$ cat src/rtl/cache_request_controller_if.sv
// Bundles the trace-command, data-structure-access and statistics signals of
// the cache request controller; slave is the controller side, master the environment.
interface cache_request_controller_if #(
  parameter int tagBits   = 12,
  parameter int indexBits = 14
);
  logic                 cmd_valid;
  logic                 cmd_ready;
  logic [3:0]           cmd;
  logic [31:0]          address;
  logic [indexBits-1:0] index;
  logic [tagBits-1:0]   addressTag;
  logic                 read;
  logic                 access_valid;
  logic                 access_done;
  logic                 access_hit;
  logic [31:0]          read_count;
  logic [31:0]          write_count;
  logic [31:0]          hit_count;
  logic [31:0]          miss_count;
  logic                 stats_valid;

  modport slave (
    input  cmd_valid, cmd, address, access_done, access_hit,
    output cmd_ready, index, addressTag, read, access_valid,
           read_count, write_count, hit_count, miss_count, stats_valid
  );

  modport master (
    output cmd_valid, cmd, address, access_done, access_hit,
    input  cmd_ready, index, addressTag, read, access_valid,
           read_count, write_count, hit_count, miss_count, stats_valid
  );
endinterface

$ cat src/rtl/cache_request_controller.sv
// Accepts trace commands, issues one cache access per read/write/fetch and keeps
// saturating read/write/hit/miss statistics that can be cleared or reported.
module cache_request_controller #(
  parameter int indexBits  = 14,
  parameter int tagBits    = 12,
  parameter int offsetBits = 6
) (
  input  logic                      clk,
  input  logic                      reset,
  cache_request_controller_if.slave bus
);

  typedef enum logic [2:0] {
    IDLE   = 3'd0,
    ISSUE  = 3'd1,
    WAIT   = 3'd2,
    CLEAR  = 3'd3,
    REPORT = 3'd4
  } state_t;

  state_t state_r;
  state_t next_state_s;
  logic   accept_s;
  logic   unused_offset_s;

  // Counters stick at all-ones instead of wrapping.
  function automatic logic [31:0] sat_inc(input logic [31:0] value);
    if (value == 32'hFFFF_FFFF) begin
      sat_inc = value;
    end else begin
      sat_inc = value + 32'd1;
    end
  endfunction

  assign unused_offset_s = ^bus.address[offsetBits-1:0];
  assign bus.cmd_ready   = (state_r == IDLE) && !reset;

  // Next-state decode; opcodes outside the table are accepted and dropped.
  always_comb begin
    next_state_s = state_r;
    accept_s     = 1'b0;
    case (state_r)
      IDLE: begin
        if (bus.cmd_valid) begin
          accept_s = 1'b1;
          case (bus.cmd)
            4'd0, 4'd1, 4'd2: next_state_s = ISSUE;
            4'd8:             next_state_s = CLEAR;
            4'd9:             next_state_s = REPORT;
            default:          next_state_s = IDLE;
          endcase
        end else begin
          next_state_s = IDLE;
        end
      end
      ISSUE: next_state_s = WAIT;
      WAIT: begin
        if (bus.access_done) begin
          next_state_s = IDLE;
        end else begin
          next_state_s = WAIT;
        end
      end
      CLEAR:   next_state_s = IDLE;
      REPORT:  next_state_s = IDLE;
      default: next_state_s = IDLE;
    endcase
  end

  // State register plus registered access request and strobes.
  always_ff @(posedge clk) begin
    if (reset) begin
      state_r          <= IDLE;
      bus.index        <= {indexBits{1'b0}};
      bus.addressTag   <= {tagBits{1'b0}};
      bus.read         <= 1'b0;
      bus.access_valid <= 1'b0;
      bus.stats_valid  <= 1'b0;
    end else begin
      state_r          <= next_state_s;
      bus.access_valid <= (next_state_s == ISSUE);
      bus.stats_valid  <= (next_state_s == REPORT);
      // Request fields only move on a new access so they stay stable through WAIT.
      if (accept_s && (next_state_s == ISSUE)) begin
        bus.index      <= bus.address[offsetBits+indexBits-1:offsetBits];
        bus.addressTag <= bus.address[31:32-tagBits];
        bus.read       <= (bus.cmd != 4'd1);
      end
    end
  end

  // Statistics counters: updated on access completion, zeroed by CLEAR.
  always_ff @(posedge clk) begin
    if (reset) begin
      bus.read_count  <= 32'd0;
      bus.write_count <= 32'd0;
      bus.hit_count   <= 32'd0;
      bus.miss_count  <= 32'd0;
    end else begin
      case (state_r)
        WAIT: begin
          if (bus.access_done) begin
            if (bus.read) begin
              bus.read_count <= sat_inc(bus.read_count);
            end else begin
              bus.write_count <= sat_inc(bus.write_count);
            end
            if (bus.access_hit) begin
              bus.hit_count <= sat_inc(bus.hit_count);
            end else begin
              bus.miss_count <= sat_inc(bus.miss_count);
            end
          end
        end
        CLEAR: begin
          bus.read_count  <= 32'd0;
          bus.write_count <= 32'd0;
          bus.hit_count   <= 32'd0;
          bus.miss_count  <= 32'd0;
        end
        default: begin
        end
      endcase
    end
  end

endmodule
$ cat src/flat_wrapper.sv
// flat-port wrapper written by rule: the top's interface ports become plain ports
module cache_request_controller_flat 
#(
  parameter int indexBits  = 14,
  parameter int tagBits    = 12,
  parameter int offsetBits = 6
)
  (clk, reset, bus_cmd_valid, bus_cmd, bus_address, bus_access_done, bus_access_hit, bus_cmd_ready, bus_index, bus_addressTag, bus_read, bus_access_valid, bus_read_count, bus_write_count, bus_hit_count, bus_miss_count, bus_stats_valid);
  cache_request_controller_if #(.tagBits(tagBits), .indexBits(indexBits)) bus_i ();
  input  logic clk;
  input  logic reset;
  input wire logic [$bits(bus_i.cmd_valid)-1:0] bus_cmd_valid;
  input wire logic [$bits(bus_i.cmd)-1:0] bus_cmd;
  input wire logic [$bits(bus_i.address)-1:0] bus_address;
  input wire logic [$bits(bus_i.access_done)-1:0] bus_access_done;
  input wire logic [$bits(bus_i.access_hit)-1:0] bus_access_hit;
  output wire logic [$bits(bus_i.cmd_ready)-1:0] bus_cmd_ready;
  output wire logic [$bits(bus_i.index)-1:0] bus_index;
  output wire logic [$bits(bus_i.addressTag)-1:0] bus_addressTag;
  output wire logic [$bits(bus_i.read)-1:0] bus_read;
  output wire logic [$bits(bus_i.access_valid)-1:0] bus_access_valid;
  output wire logic [$bits(bus_i.read_count)-1:0] bus_read_count;
  output wire logic [$bits(bus_i.write_count)-1:0] bus_write_count;
  output wire logic [$bits(bus_i.hit_count)-1:0] bus_hit_count;
  output wire logic [$bits(bus_i.miss_count)-1:0] bus_miss_count;
  output wire logic [$bits(bus_i.stats_valid)-1:0] bus_stats_valid;
  assign bus_i.cmd_valid = bus_cmd_valid;
  assign bus_i.cmd = bus_cmd;
  assign bus_i.address = bus_address;
  assign bus_i.access_done = bus_access_done;
  assign bus_i.access_hit = bus_access_hit;
  assign bus_cmd_ready = bus_i.cmd_ready;
  assign bus_index = bus_i.index;
  assign bus_addressTag = bus_i.addressTag;
  assign bus_read = bus_i.read;
  assign bus_access_valid = bus_i.access_valid;
  assign bus_read_count = bus_i.read_count;
  assign bus_write_count = bus_i.write_count;
  assign bus_hit_count = bus_i.hit_count;
  assign bus_miss_count = bus_i.miss_count;
  assign bus_stats_valid = bus_i.stats_valid;
  cache_request_controller #(.indexBits(indexBits), .tagBits(tagBits), .offsetBits(offsetBits)) u_core (.clk(clk), .reset(reset), .bus(bus_i));
endmodule
$ cat config.mk
export PLATFORM = sky130hd
export DESIGN_NAME = cache_request_controller_flat
export DESIGN_NICKNAME = d
export VERILOG_FILES = /design/src/rtl/cache_request_controller_if.sv /design/src/rtl/cache_request_controller.sv /design/src/flat_wrapper.sv
export SDC_FILE = /design/constraint.sdc
export NUM_CORES = 1
export LEC_CHECK = 0
export ABC_AREA = 1
export CAP_MARGIN = 25
export CORE_MARGIN = 2
export CORE_UTILIZATION = 35
export CTS_CLUSTER_SIZE = 25
export DETAILED_ROUTE_END_ITERATION = 12
export PLACE_DENSITY_LB_ADDON = 0.25
export SETUP_SLACK_MARGIN = 0.3
export SLEW_MARGIN = 40
export SYNTH_ARGS = -nofsm -noshare
export SYNTH_HDL_FRONTEND = slang
export SYNTH_SLANG_ARGS = --single-unit
$ cat constraint.sdc
create_clock -name clk -period 5.2 [get_ports clk]
set_input_delay 0.78 -clock clk [delete_from_list [all_inputs] [get_ports clk]]
set_output_delay 0.78 -clock clk [all_outputs]
set_load 0.02 [all_outputs]
==> qor.txt <==
outcome: finished, final reports clean
Peak VDD IR: 0.146 mV
via/cell ratio: 4.98
first-pass GRT wire length: 49.6 mm
Pre-antenna DRT Iters: 5
Pleak: 4.23 nW
Clock Latency Late Sink: 0.44 ns
max-slew violations: 0
largest net degree at the start of global routing: 65
Final min period: 2.83 ns
Peak Freq: 354 MHz
area occupied by multi-input gates: 0.00573 mm2
Die X: 170 um
crit path launch type: flip-flop
# setup viols final: 0
Synth Instances: 1,590
CTS max path bufs: 2
Initial DRC Count: 704
Final Hold Fails: 0
register bit total from synthesis: 160
DRC viols: 0
I/O pin count: 199
Final nets: 1,795
Synth Cell Area: 0.00966 mm2
most common cell after layout, fill and taps aside: nand2_1
Core Box Area: 0.0270 mm2
# port buffers: 192
DPL Wire Length: 21.6 mm
vias in the first global route: 9,898
CTS tree: done
Final Non-Filler Cells: 2,104
DIE AREA: 0.0289 mm2
GRT Util Overall: 0.210
Core Util, Final: 0.457
clk sink count: 160
Overflow after GRT: 0
Worst-Margin Slew: 0.800 ns
pwr/cell area: 220 mW/mm2
Total Wirelength: 30.0 mm
Seq/Total Area, Yosys: 0.332
crit share post-route: 0.544
Post-Synthesis Net Count: 1,635
flip-flop and latch area: 0.00320 mm2
via count: 10.5k
Layout area overhead: 27.9%
initial antenna violation count: 0
Crit Path Max Fanout: 39
Die Ht: 170 um
# rows: 60
post-route setup TNS: 0 ns
Filler cells: 2,811
Root Buffer: clkbuf_16
Post-CTS Setup Inserts: 0
max_slew headroom: 0.467
number of H-tree levels: 4
MaxCap Viol Count: 0
Ys Warns: 0
ant diodes: 0
Routability Congestion: 0.907
Hold WC Path Type: flip-flop to flip-flop
Post-Place Cells: 2,072
most frequent cells in the layout: 492 x nand2_1, 329 x nor2_1, 191 x clkdlybuf4s50_1, 160 x nand3_1, 160 x dfxtp_1
post-CTS sizing: 0
Initial Util: 0.357
Worst EP arrival: 3.15 ns
clock-pin slew on the worst setup and hold paths: 0.07 ns
Synth cell types: 34
mean post-synth cell area: 6.08 um2
Worst Path Required: 5.52 ns
cts bufs inserted: 17
RSZ-0062 raised after global routing: no
layout cell share with drive strength beyond 1: 0.0567
# hold bufs at CTS: 0
CP Class: flip-flop to flip-flop
clock skew: 0.0175 ns
wire per inst: 14.3 um
Final ANT Viol Nets: 0
Crit. End Element: flip-flop
Design Power: 2.72 mW
cell families (layout without fill, tap and decap cells):
logic type | count (synthesis) | in the layout | share of synthesized area
AOI/OAI and AO/OA | 145 | 145 | 0.0800
xor gates and xnor gates | 45 | 45 | 0.0408
adders and majority gates | 4 | 4 | 0.00518
buffers and inverters | 172 | 345 | 0.0767
DFF | 160 | 160 | 0.332
and+or+nand+nor | 1064 | 1064 | 0.466
per-layer routing:
metal,vias to the layer above,global-route usage,share of wire
met3,42,0.0547,0.065
li1,5358,-,-
met5,-,0,0
met2,286,0.350,0.46
met4,0,0.0520,0.016
met1,4796,0.270,0.46
power breakdown:
part           total [mW]  internal [mW]  switching [mW]
logic               0.146         0.0585          0.0874
clock network        1.33          0.738           0.588
registers            1.25           1.24          0.0103
total                2.72           2.03           0.686
worst paths after layout:
path | start | end | slack (ns) | cells past startpoint
max | u_core.bus.hit_count[0] | u_core.bus.hit_count[24] | 2.37 | 10
min | u_core.bus.index[5] | u_core.bus.index[5] | 0.46 | 2
max reg2reg | u_core.bus.hit_count[0] | u_core.bus.hit_count[24] | 2.37 | 10
min reg2reg | u_core.bus.index[5] | u_core.bus.index[5] | 0.46 | 2
state kept, by name (all words and copies together), names as in the netlist:
signal and cells:
u_core.bus.hit_count 32, u_core.bus.miss_count 32, u_core.bus.read_count 32, u_core.bus.write_count 32, u_core.bus.index 14, u_core.bus.addressTag 12
u_core.state_r 3, u_core.bus.access_valid 1, u_core.bus.read 1, u_core.bus.stats_valid 1
per-stage QoR:
stage / worst slack, ns / area, um2 / hold slack, ns
after floorplan: 2.67 / 9660 / 0.537
after global placement: 2.01 / 11700 / 0.447
after detailed placement: 1.99 / 11700 / 0.454
after CTS: 2.35 / 12400 / 0.464
after global routing: 2.05 / 12400 / 0.479
final: 2.37 / 12400 / 0.461
worst max-delay path, stage by stage (launching register included):
cell	delay (ns)
dfxtp_1	0.47
ha_1	0.32
nand3_1	0.14
inv_2	0.12
nand2_2	0.10
nor2_4	0.16
nand3_2	0.08
nand2_2	0.38
nand2_2	0.56
a21oi_1	0.30
nor2_1	0.06
cell usage after synthesis, drive strengths merged:
| master | number | area share |
|---|---|---|
| clkbuf | 25 | 0.0097 |
| nand4 | 20 | 0.013 |
| o21ai | 12 | 0.0062 |
| or2 | 1 | 0.00065 |
| nand3b | 3 | 0.0023 |
| nand2 | 514 | 0.21 |
| xor2 | 29 | 0.026 |
| nor3b | 5 | 0.0039 |
| and2 | 2 | 0.0013 |
| a211oi | 1 | 0.00078 |
| nor2 | 344 | 0.14 |
| xnor2 | 16 | 0.015 |
| dfxtp | 160 | 0.33 |
| nor3 | 9 | 0.0047 |
| buf | 30 | 0.021 |
| inv | 117 | 0.046 |
| a21oi | 132 | 0.073 |
| nand3 | 166 | 0.091 |
| ha | 4 | 0.0052 |
cell type report:
| type | count | share of cell area |
|---|---|---|
| Tap cell | 341 | 0.0345 |
| Inverter | 117 | 0.0358 |
| Multi-Input combinational cell | 1258 | 0.464 |
| Clock buffer | 18 | 0.0355 |
| Timing Repair Buffer | 196 | 0.158 |
| Sequential cell | 160 | 0.259 |
| Clock inverter | 14 | 0.0135 |
Note: power is estimated with default switching activity, not from simulation.
